==> config.mk <==
export PLATFORM = sky130hd
export DESIGN_NAME = bp_initiator
export DESIGN_NICKNAME = d
export VERILOG_FILES = /design/src/rtl/bp_pkg.sv /design/src/rtl/bp_initiator.sv
export SDC_FILE = /design/constraint.sdc
export NUM_CORES = 1
export LEC_CHECK = 0
export CORE_MARGIN = 4
export CORE_UTILIZATION = 41
export DETAILED_ROUTE_END_ITERATION = 7
export HOLD_SLACK_MARGIN = 0.05
export PLACE_DENSITY = 0.75
export SLEW_MARGIN = 5
export SYNTH_ARGS = -nofsm -noshare
export SYNTH_HDL_FRONTEND = slang
export SYNTH_SLANG_ARGS = --single-unit
==> constraint.sdc <==
create_clock -name i_clk -period 3.59 [get_ports i_clk]
set_clock_uncertainty 0.2 [all_clocks]
set_input_delay 0.8975 -clock i_clk [delete_from_list [all_inputs] [get_ports i_clk]]
set_output_delay 0.8975 -clock i_clk [all_outputs]
set_load 0.05 [all_outputs]
==> src/rtl/bp_pkg.sv <==
// rtl/bp_pkg.sv - BytePipe protocol constants and FSM state type shared by initiator and responder
package bp_pkg;

  localparam int CMD_WR_BIT = 7;
  localparam int BP_ADDR_W  = 7;
  localparam int BP_DATA_W  = 8;
  localparam logic [BP_ADDR_W-1:0] BURST_ADDR = 7'd0;

  typedef enum logic [2:0] {
    IDLE,
    BSCMD,
    BSLEN,
    BSRSP,
    CMD,
    WRDATA,
    RSP
  } bp_state_e;

  function automatic logic [BP_DATA_W-1:0] bp_cmd_byte(input logic wr,
                                                       input logic [BP_ADDR_W-1:0] addr);
    logic [BP_DATA_W-1:0] b;
    b             = {1'b0, addr};
    b[CMD_WR_BIT] = wr;
    return b;
  endfunction

endpackage

==> src/rtl/bp_initiator.sv <==
// rtl/bp_initiator.sv - BytePipe initiator: register requests to command bytes, replies to response beats
// After a reset mid-transaction the responder may be left mid-command; resynchronising it is up to the system.
module bp_initiator
  import bp_pkg::*;
#(
  parameter logic [BP_ADDR_W-1:0] BURST_ADDR = bp_pkg::BURST_ADDR
) (
  input  logic                 i_clk,
  input  logic                 i_rstn,
  input  logic                 i_cg,
  input  logic                 i_req_valid,
  output logic                 o_req_ready,
  input  logic                 i_req_wr,
  input  logic [BP_ADDR_W-1:0] i_req_addr,
  input  logic [BP_DATA_W-1:0] i_req_wrdata,
  input  logic [BP_DATA_W-1:0] i_req_len,
  output logic [BP_DATA_W-1:0] o_bp_data,
  output logic                 o_bp_valid,
  input  logic                 i_bp_ready,
  input  logic [BP_DATA_W-1:0] i_bp_data,
  input  logic                 i_bp_valid,
  output logic                 o_bp_ready,
  output logic [BP_DATA_W-1:0] o_rsp_data,
  output logic                 o_rsp_valid,
  input  logic                 i_rsp_ready,
  output logic                 o_rsp_last,
  output logic                 o_busy
);

  bp_state_e              state_q, state_d;
  logic [BP_DATA_W-1:0]   bp_data_q, bp_data_d;
  logic                   bp_valid_q, bp_valid_d;
  logic                   wr_q, wr_d;
  logic [BP_ADDR_W-1:0]   addr_q, addr_d;
  logic [BP_DATA_W-1:0]   wrdata_q, wrdata_d;
  logic [BP_DATA_W-1:0]   len_q, len_d;
  logic [BP_DATA_W-1:0]   count_q, count_d;
  logic [BP_DATA_W-1:0]   eff_len;

  // The responder never bursts at the burst register itself, so such reads collapse to one byte.
  assign eff_len = (i_req_addr == BURST_ADDR) ? '0 : i_req_len;

  always_comb begin
    state_d    = state_q;
    bp_data_d  = bp_data_q;
    bp_valid_d = bp_valid_q;
    wr_d       = wr_q;
    addr_d     = addr_q;
    wrdata_d   = wrdata_q;
    len_d      = len_q;
    count_d    = count_q;
    case (state_q)
      IDLE: begin
        if (i_req_valid) begin
          wr_d       = i_req_wr;
          addr_d     = i_req_addr;
          wrdata_d   = i_req_wrdata;
          len_d      = eff_len;
          bp_valid_d = 1'b1;
          if (!i_req_wr && eff_len != '0) begin
            state_d   = BSCMD;
            bp_data_d = bp_cmd_byte(1'b1, BURST_ADDR);
          end else begin
            state_d   = CMD;
            bp_data_d = bp_cmd_byte(i_req_wr, i_req_addr);
          end
        end
      end
      BSCMD: begin
        if (i_bp_ready) begin
          state_d   = BSLEN;
          bp_data_d = len_q;
        end
      end
      BSLEN: begin
        if (i_bp_ready) begin
          state_d    = BSRSP;
          bp_valid_d = 1'b0;
          bp_data_d  = '0;
        end
      end
      BSRSP: begin
        if (i_bp_valid) begin
          state_d    = CMD;
          bp_valid_d = 1'b1;
          bp_data_d  = bp_cmd_byte(wr_q, addr_q);
        end
      end
      CMD: begin
        if (i_bp_ready) begin
          if (wr_q) begin
            state_d   = WRDATA;
            bp_data_d = wrdata_q;
          end else begin
            state_d    = RSP;
            bp_valid_d = 1'b0;
            bp_data_d  = '0;
            count_d    = len_q;
          end
        end
      end
      WRDATA: begin
        if (i_bp_ready) begin
          state_d    = RSP;
          bp_valid_d = 1'b0;
          bp_data_d  = '0;
          count_d    = '0;
        end
      end
      RSP: begin
        if (i_bp_valid && i_rsp_ready) begin
          if (count_q == '0) state_d = IDLE;
          else               count_d = count_q - 8'd1;
        end
      end
      default: begin
        state_d    = IDLE;
        bp_valid_d = 1'b0;
        bp_data_d  = '0;
      end
    endcase
  end

  always_ff @(posedge i_clk) begin
    if (i_cg) begin
      if (!i_rstn) begin
        state_q    <= IDLE;
        bp_data_q  <= '0;
        bp_valid_q <= 1'b0;
        wr_q       <= 1'b0;
        addr_q     <= '0;
        wrdata_q   <= '0;
        len_q      <= '0;
        count_q    <= '0;
      end else begin
        state_q    <= state_d;
        bp_data_q  <= bp_data_d;
        bp_valid_q <= bp_valid_d;
        wr_q       <= wr_d;
        addr_q     <= addr_d;
        wrdata_q   <= wrdata_d;
        len_q      <= len_d;
        count_q    <= count_d;
      end
    end
  end

  assign o_req_ready = (state_q == IDLE);
  assign o_busy      = (state_q != IDLE);
  assign o_bp_data   = bp_data_q;
  assign o_bp_valid  = bp_valid_q;
  assign o_bp_ready  = (state_q == RSP) ? i_rsp_ready : (state_q == BSRSP);
  assign o_rsp_valid = (state_q == RSP) && i_bp_valid;
  assign o_rsp_data  = (state_q == RSP) ? i_bp_data : '0;
  assign o_rsp_last  = (state_q == RSP) && (count_q == '0);

endmodule

==> metrics.txt, run 1 <==
final slew viol count=0; post-synthesis cell count=235; post-route setup slack=0.353 ns; TritonCTS clock tree=built; Worst Max-Slew Pin Slew=between 0.6 and 0.7 ns; initial antenna violation count=0; area share of fa/ha/maj cells after synthesis=less than 1%; PostCTS Resize Cnt=0; drt wl/cell=~16 microns; register bit total from synthesis=44; Worst VDD drop=0.211 mV; mux contribution to synthesized area=2.78%; top_reg_cell synth=edfxtp_1; Crit. End Element=output pin; Site Rows=28; Antenna Violating Nets Remaining=0; chip height=about 86 microns; Final period util=90.2%; Horiz. Die Dim=86.4 microns; Slew HR=a little under three fifths; synth unique cells=44; vias per inst=5.45; number of synthesized flops with an enable pin=between 40 and 50; Setup Buffers After CTS=0; final hold vios=0; Syn. warnings=0; Pre-antenna DRT Iters=4; synthesized cell area=0.00252 sq mm; RSZ-0062 raised after global routing=false; worst min path class=reg2reg; Setup Crit Path Kind=reg2out; Remaining Overflow, GRT=0; hold buffer count at CTS=0; crit start category=flop; area of the multi-input gates=0.00106 sq mm; number of buffers created by CTS=5; Layout area overhead=34.9%; Synth Area in Simple Gates=20.9%; fmax=between 0.3 and 0.4 GHz; setup TNS=0 ns; pre-CTS setup slack=0.474 ns; DP HPWL=4680 microns; DR top layer=met4; clock period minus worst slack=3.24 ns; commonest non-fill, non-tap cell in the layout=clkdlybuf4s50_1; Yosys top cell by area=edfxtp_1; H-tree levels=2; synth top area cells=edfxtp_1, and2_1, nand2_1; gpl congestion=0.832; total of max-cap violations=0; CTS sink count=44; Clk Tree Root Cell=clkbuf_8; layout net count=338; layout cells sized above 1=between 10 and 15%; total core area=0.00596 sq mm; XOR/XNOR share of the synthesized area=under 10%; main combinational cell family by area after synthesis=simple AND/OR/NAND/NOR gates; pwr dens=395 mW/mm^2; met3 wire len=around 440 microns; largest net degree at the start of global routing=27; Met2 Routed Length=3130 microns; Reg clk slew, reported paths=0.08 ns; GRT Total Usage=16.8%; port bufs=60; CP Max Fanout=11; Synth Area in Compound Gates=between 10% and 20%; total power=1350 uW; Syn Nets=276; Worst Path Arrival=approximately 2.1 ns; DRC viols=0; clk buf depth=2; Skew-Pair Late Insertion Delay=approximately 0.29 ns; vias in the first global route=around 1900; storage element area=around 0.0013 sq mm; # fillers=538; Seq/Total Area, Yosys=a little over half; final WL=6140 microns; run status=finished, final reports clean; IO Pins=61; Met1 Wirelength=2440 microns; FFs w/ async S/R, synth=0%; Leak=0.00126 uW; ANT cells=0; final number of setup-violating endpoints=0; Initial Utilization=42.4%; die area=around 0.0075 sq mm; syn avg cell area=between 10 and 15 sq um; global-route wire length before repair=9740 microns; Crit path required time=around 2.5 ns; drt first-iter violations=196; most frequent cells in the layout=clkdlybuf4s50_1, edfxtp_1, and2_1; share of Yosys cell area claimed by the top area cell type=52.4%; Vias=~2000
metrics by stage:
stage / util (%) / hold WS [ns] / instance area [sq um] / std cells
after floorplan: - / 0.358 / 2530 / 235
after global placement: 55.3 / 0.398 / 3300 / 365
after detailed placement: 55.3 / 0.403 / 3300 / 365
after CTS: 57.1 / 0.422 / 3400 / 373
after global routing: 57.1 / 0.469 / 3400 / 373
final: 57.1 / 0.425 / 3400 / 373
layout make-up:
| cell class | count | area share [%] |
|---|---|---|
| sequential | 44 | 38.8 |
| multi-input combinational | 163 | 31.2 |
| timing repair buffer | 66 | 22.2 |
| tap | 75 | 2.76 |
| clock buffer | 5 | 2.02 |
| inverter | 17 | 1.88 |
| clock inverter | 3 | 1.10 |
synthesized netlist by cell type, types with 3 or more instances:
cell,instances
edfxtp_1,44
and2_1,28
nand2_1,24
a21oi_1,16
inv_1,15
nor2_1,15
mux2i_1,7
o21ai_0,7
o32ai_1,7
clkbuf_1,6
nand2b_1,6
o22ai_1,5
a31oi_1,4
nand3_1,4
xnor2_1,4
a21o_1,3
clkbuf_8,3
or4_1,3
sequential cells by signal, indices dropped and copies added (netlist names):
register,flops
wr_q,1
o_bp_valid,1
count_q,8
wrdata_q,8
len_q,8
o_bp_data,8
addr_q,7
state_q,3
logic make-up after synthesis:
family	Yosys count
xor gates and xnor gates	6
AOI/OAI and AO/OA	56
buffers and inverters	28
and+or+nand+nor	92
adders and majority gates	2
muxes	7
DFF	44
worst paths after layout:
kind | startpoint | slack (ns) | end | cells past startpoint
setup / recovery | state_q[2]$_SDFFCE_PN0P_ | 0.35 | o_req_ready | 3
hold / removal | wrdata_q[5]$_SDFFCE_PN0P_ | 0.43 | o_bp_data[5]$_SDFFCE_PN0P_ | 2
setup reg to reg | count_q[3]$_SDFFCE_PN0P_ | 1.25 | state_q[1]$_SDFFCE_PN0P_ | 4
hold reg to reg | wrdata_q[5]$_SDFFCE_PN0P_ | 0.43 | o_bp_data[5]$_SDFFCE_PN0P_ | 2
power breakdown:
group          switching [uW]  total [uW]  internal [uW]
clock                     165         367            203
sequential               21.3         635            614
combinational             199         343            144
total                     385        1350            961
critical path, stage by stage (launching register included):
cell	delay, ns
edfxtp_1	0.39
or2_2	0.42
nor2_1	0.20
clkdlybuf4s50_1	0.84
routing by layer:
metal / global-route usage, % / vias to the layer above
li1: - / 983
met1: 20.6 / 946
met2: 29.8 / 94
met3: 3.33 / 10
met4: 4.96 / 0
met5: 0 / -
Power figures use the tool's default switching activity.
==> run 2, diff against run 1 <==
--- a/config.mk
+++ b/config.mk
@@ -5,11 +5,12 @@
 export SDC_FILE = /design/constraint.sdc
 export NUM_CORES = 1
 export LEC_CHECK = 0
+export ABC_CLOCK_PERIOD_IN_PS = 3590
 export CORE_MARGIN = 4
-export CORE_UTILIZATION = 41
+export CORE_UTILIZATION = 45
 export DETAILED_ROUTE_END_ITERATION = 7
 export HOLD_SLACK_MARGIN = 0.05
-export PLACE_DENSITY = 0.75
+export PLACE_DENSITY = 0.81
 export SLEW_MARGIN = 5
 export SYNTH_ARGS = -nofsm -noshare
 export SYNTH_HDL_FRONTEND = slang
==> run 2 against run 1 <==
Routed wire length is essentially flat; non-clock buffer count grew 1; utilization grew 7.6 points; first-iteration DRC count shrank 33%; total power grew 1.2%; final area grew 0.33%; critical endpoint unchanged; largest power group unchanged.
==> metrics.txt, run 2 (synthesis gave the netlist of run 1 again) <==
run status=finished, final reports clean; layout cells sized above 1=12.4%; fmax=0.309 GHz; final hold vios=0; Slew HR=56.3%; Remaining Overflow, GRT=0; die area=0.00687 sq mm; CTS sink count=44; vias in the first global route=between 2000 and 2500; most frequent cells in the layout=clkdlybuf4s50_1, edfxtp_1, and2_1; post-route setup slack=around 0.36 ns; crit start category=flop; Pre-antenna DRT Iters=4; final slew viol count=0; Worst VDD drop=0.342 mV; worst min path class=reg2reg; Site Rows=26; vias per inst=between 5 and 6; setup TNS=0 ns; Vias=2059; GR Util met3=3.96%; Skew-Pair Late Insertion Delay=0.30 ns; IO Pins=61; Top Usage Layer GRT=met2; Setup Buffers After CTS=0; clk buf depth=2; TritonCTS clock tree=built; R2R setup slack=1.20 ns; final WL=around 6100 microns; pwr dens=399 mW/mm^2; total power=roughly 1400 uW; total core area=0.00527 sq mm; chip height=between 80 and 90 microns; final number of setup-violating endpoints=0; Worst Max-Slew Pin Slew=between 0.6 and 0.7 ns; Layout area overhead=35.3%; Reg clk slew, reported paths=0.08 ns; Crit path required time=2.49 ns; commonest non-fill, non-tap cell in the layout=clkdlybuf4s50_1; Horiz. Die Dim=82.9 microns; CP Max Fanout=11; global-route wire length before repair=~9900 microns; met1 usage in global routing=between 20% and 30%; Antenna Violating Nets Remaining=0; RSZ-0062 raised after global routing=false; Final period util=90.0%; Leak=between 0.001 and 0.0015 uW; port bufs=60; Worst Path Arrival=2.13 ns; drt wl/cell=approximately 17 microns; ANT cells=0; grt met2 use=32.0%; number of buffers created by CTS=5; GRT Total Usage=18.0%; PostCTS Resize Cnt=0; largest net degree at the start of global routing=27; DRC viols=0; Crit. End Element=output pin; total of max-cap violations=0; layout net count=339; initial antenna violation count=0; Setup Crit Path Kind=reg2out; Clk Tree Root Cell=clkbuf_8; pre-CTS setup slack=0.568 ns; drt first-iter violations=132; H-tree levels=2; clock period minus worst slack=roughly 3.2 ns; DP HPWL=4680 microns; gpl congestion=0.849; Initial Utilization=about 48%; hold buffer count at CTS=0
[run 2: changes by cell type in the layout (fill, tap and decap cells not counted), sizes merged]
cell  before  now
buf       17   18
[run 2: path summary, 6_finish.rpt]
path,startpoint,endpoint,cells after the start
worst max-delay path,state_q[2]$_SDFFCE_PN0P_,o_req_ready,3
worst min-delay path,wrdata_q[5]$_SDFFCE_PN0P_,o_bp_data[5]$_SDFFCE_PN0P_,2
worst max register to register,state_q[1]$_SDFFCE_PN0P_,count_q[4]$_SDFFCE_PN0P_,5
worst min register to register,wrdata_q[5]$_SDFFCE_PN0P_,o_bp_data[5]$_SDFFCE_PN0P_,2
[run 2: final cells by class]
type | count | area (sq um)
Timing Repair Buffer | 67 | 763
Sequential cell | 44 | 1320
Multi-Input combinational cell | 163 | 1060
Clock buffer | 5 | 68.8
Fill cell | 434 | 1860
Clock inverter | 3 | 47.5
Tap cell | 70 | 87.6
Inverter | 17 | 63.8
[run 2: worst max-delay path: stages (launching register included)]
cell	delay [ns]
edfxtp_1	0.39
or2_2	0.42
nor2_1	0.19
clkdlybuf4s50_1	0.84
[run 2: power breakdown]
| part | switching, uW | total [uW] | internal (uW) |
|---|---|---|---|
| logic | 199 | 343 | 144 |
| clock network | 173 | 383 | 209 |
| registers | 22.6 | 637 | 614 |
| total | 394 | 1360 | 968 |
[run 2: metrics by stage]
step           std cells  hold slack [ns]  cell area (sq um)  utilization, %
3_3_place_gp         361            0.388               3300            62.6
2_1_floorplan        235            0.358               2530               -
5_1_grt              369            0.480               3410            64.8
4_1_cts              369            0.427               3410            64.8
3_5_place_dp         361            0.403               3300            62.6
6_report             369            0.424               3410            64.8
[run 2: per-layer routing]
metal	vias to the layer above	routed length [microns]
met4	0	185
met1	954	2400
met3	15	492
met5	-	0
li1	986	-
met2	104	3070
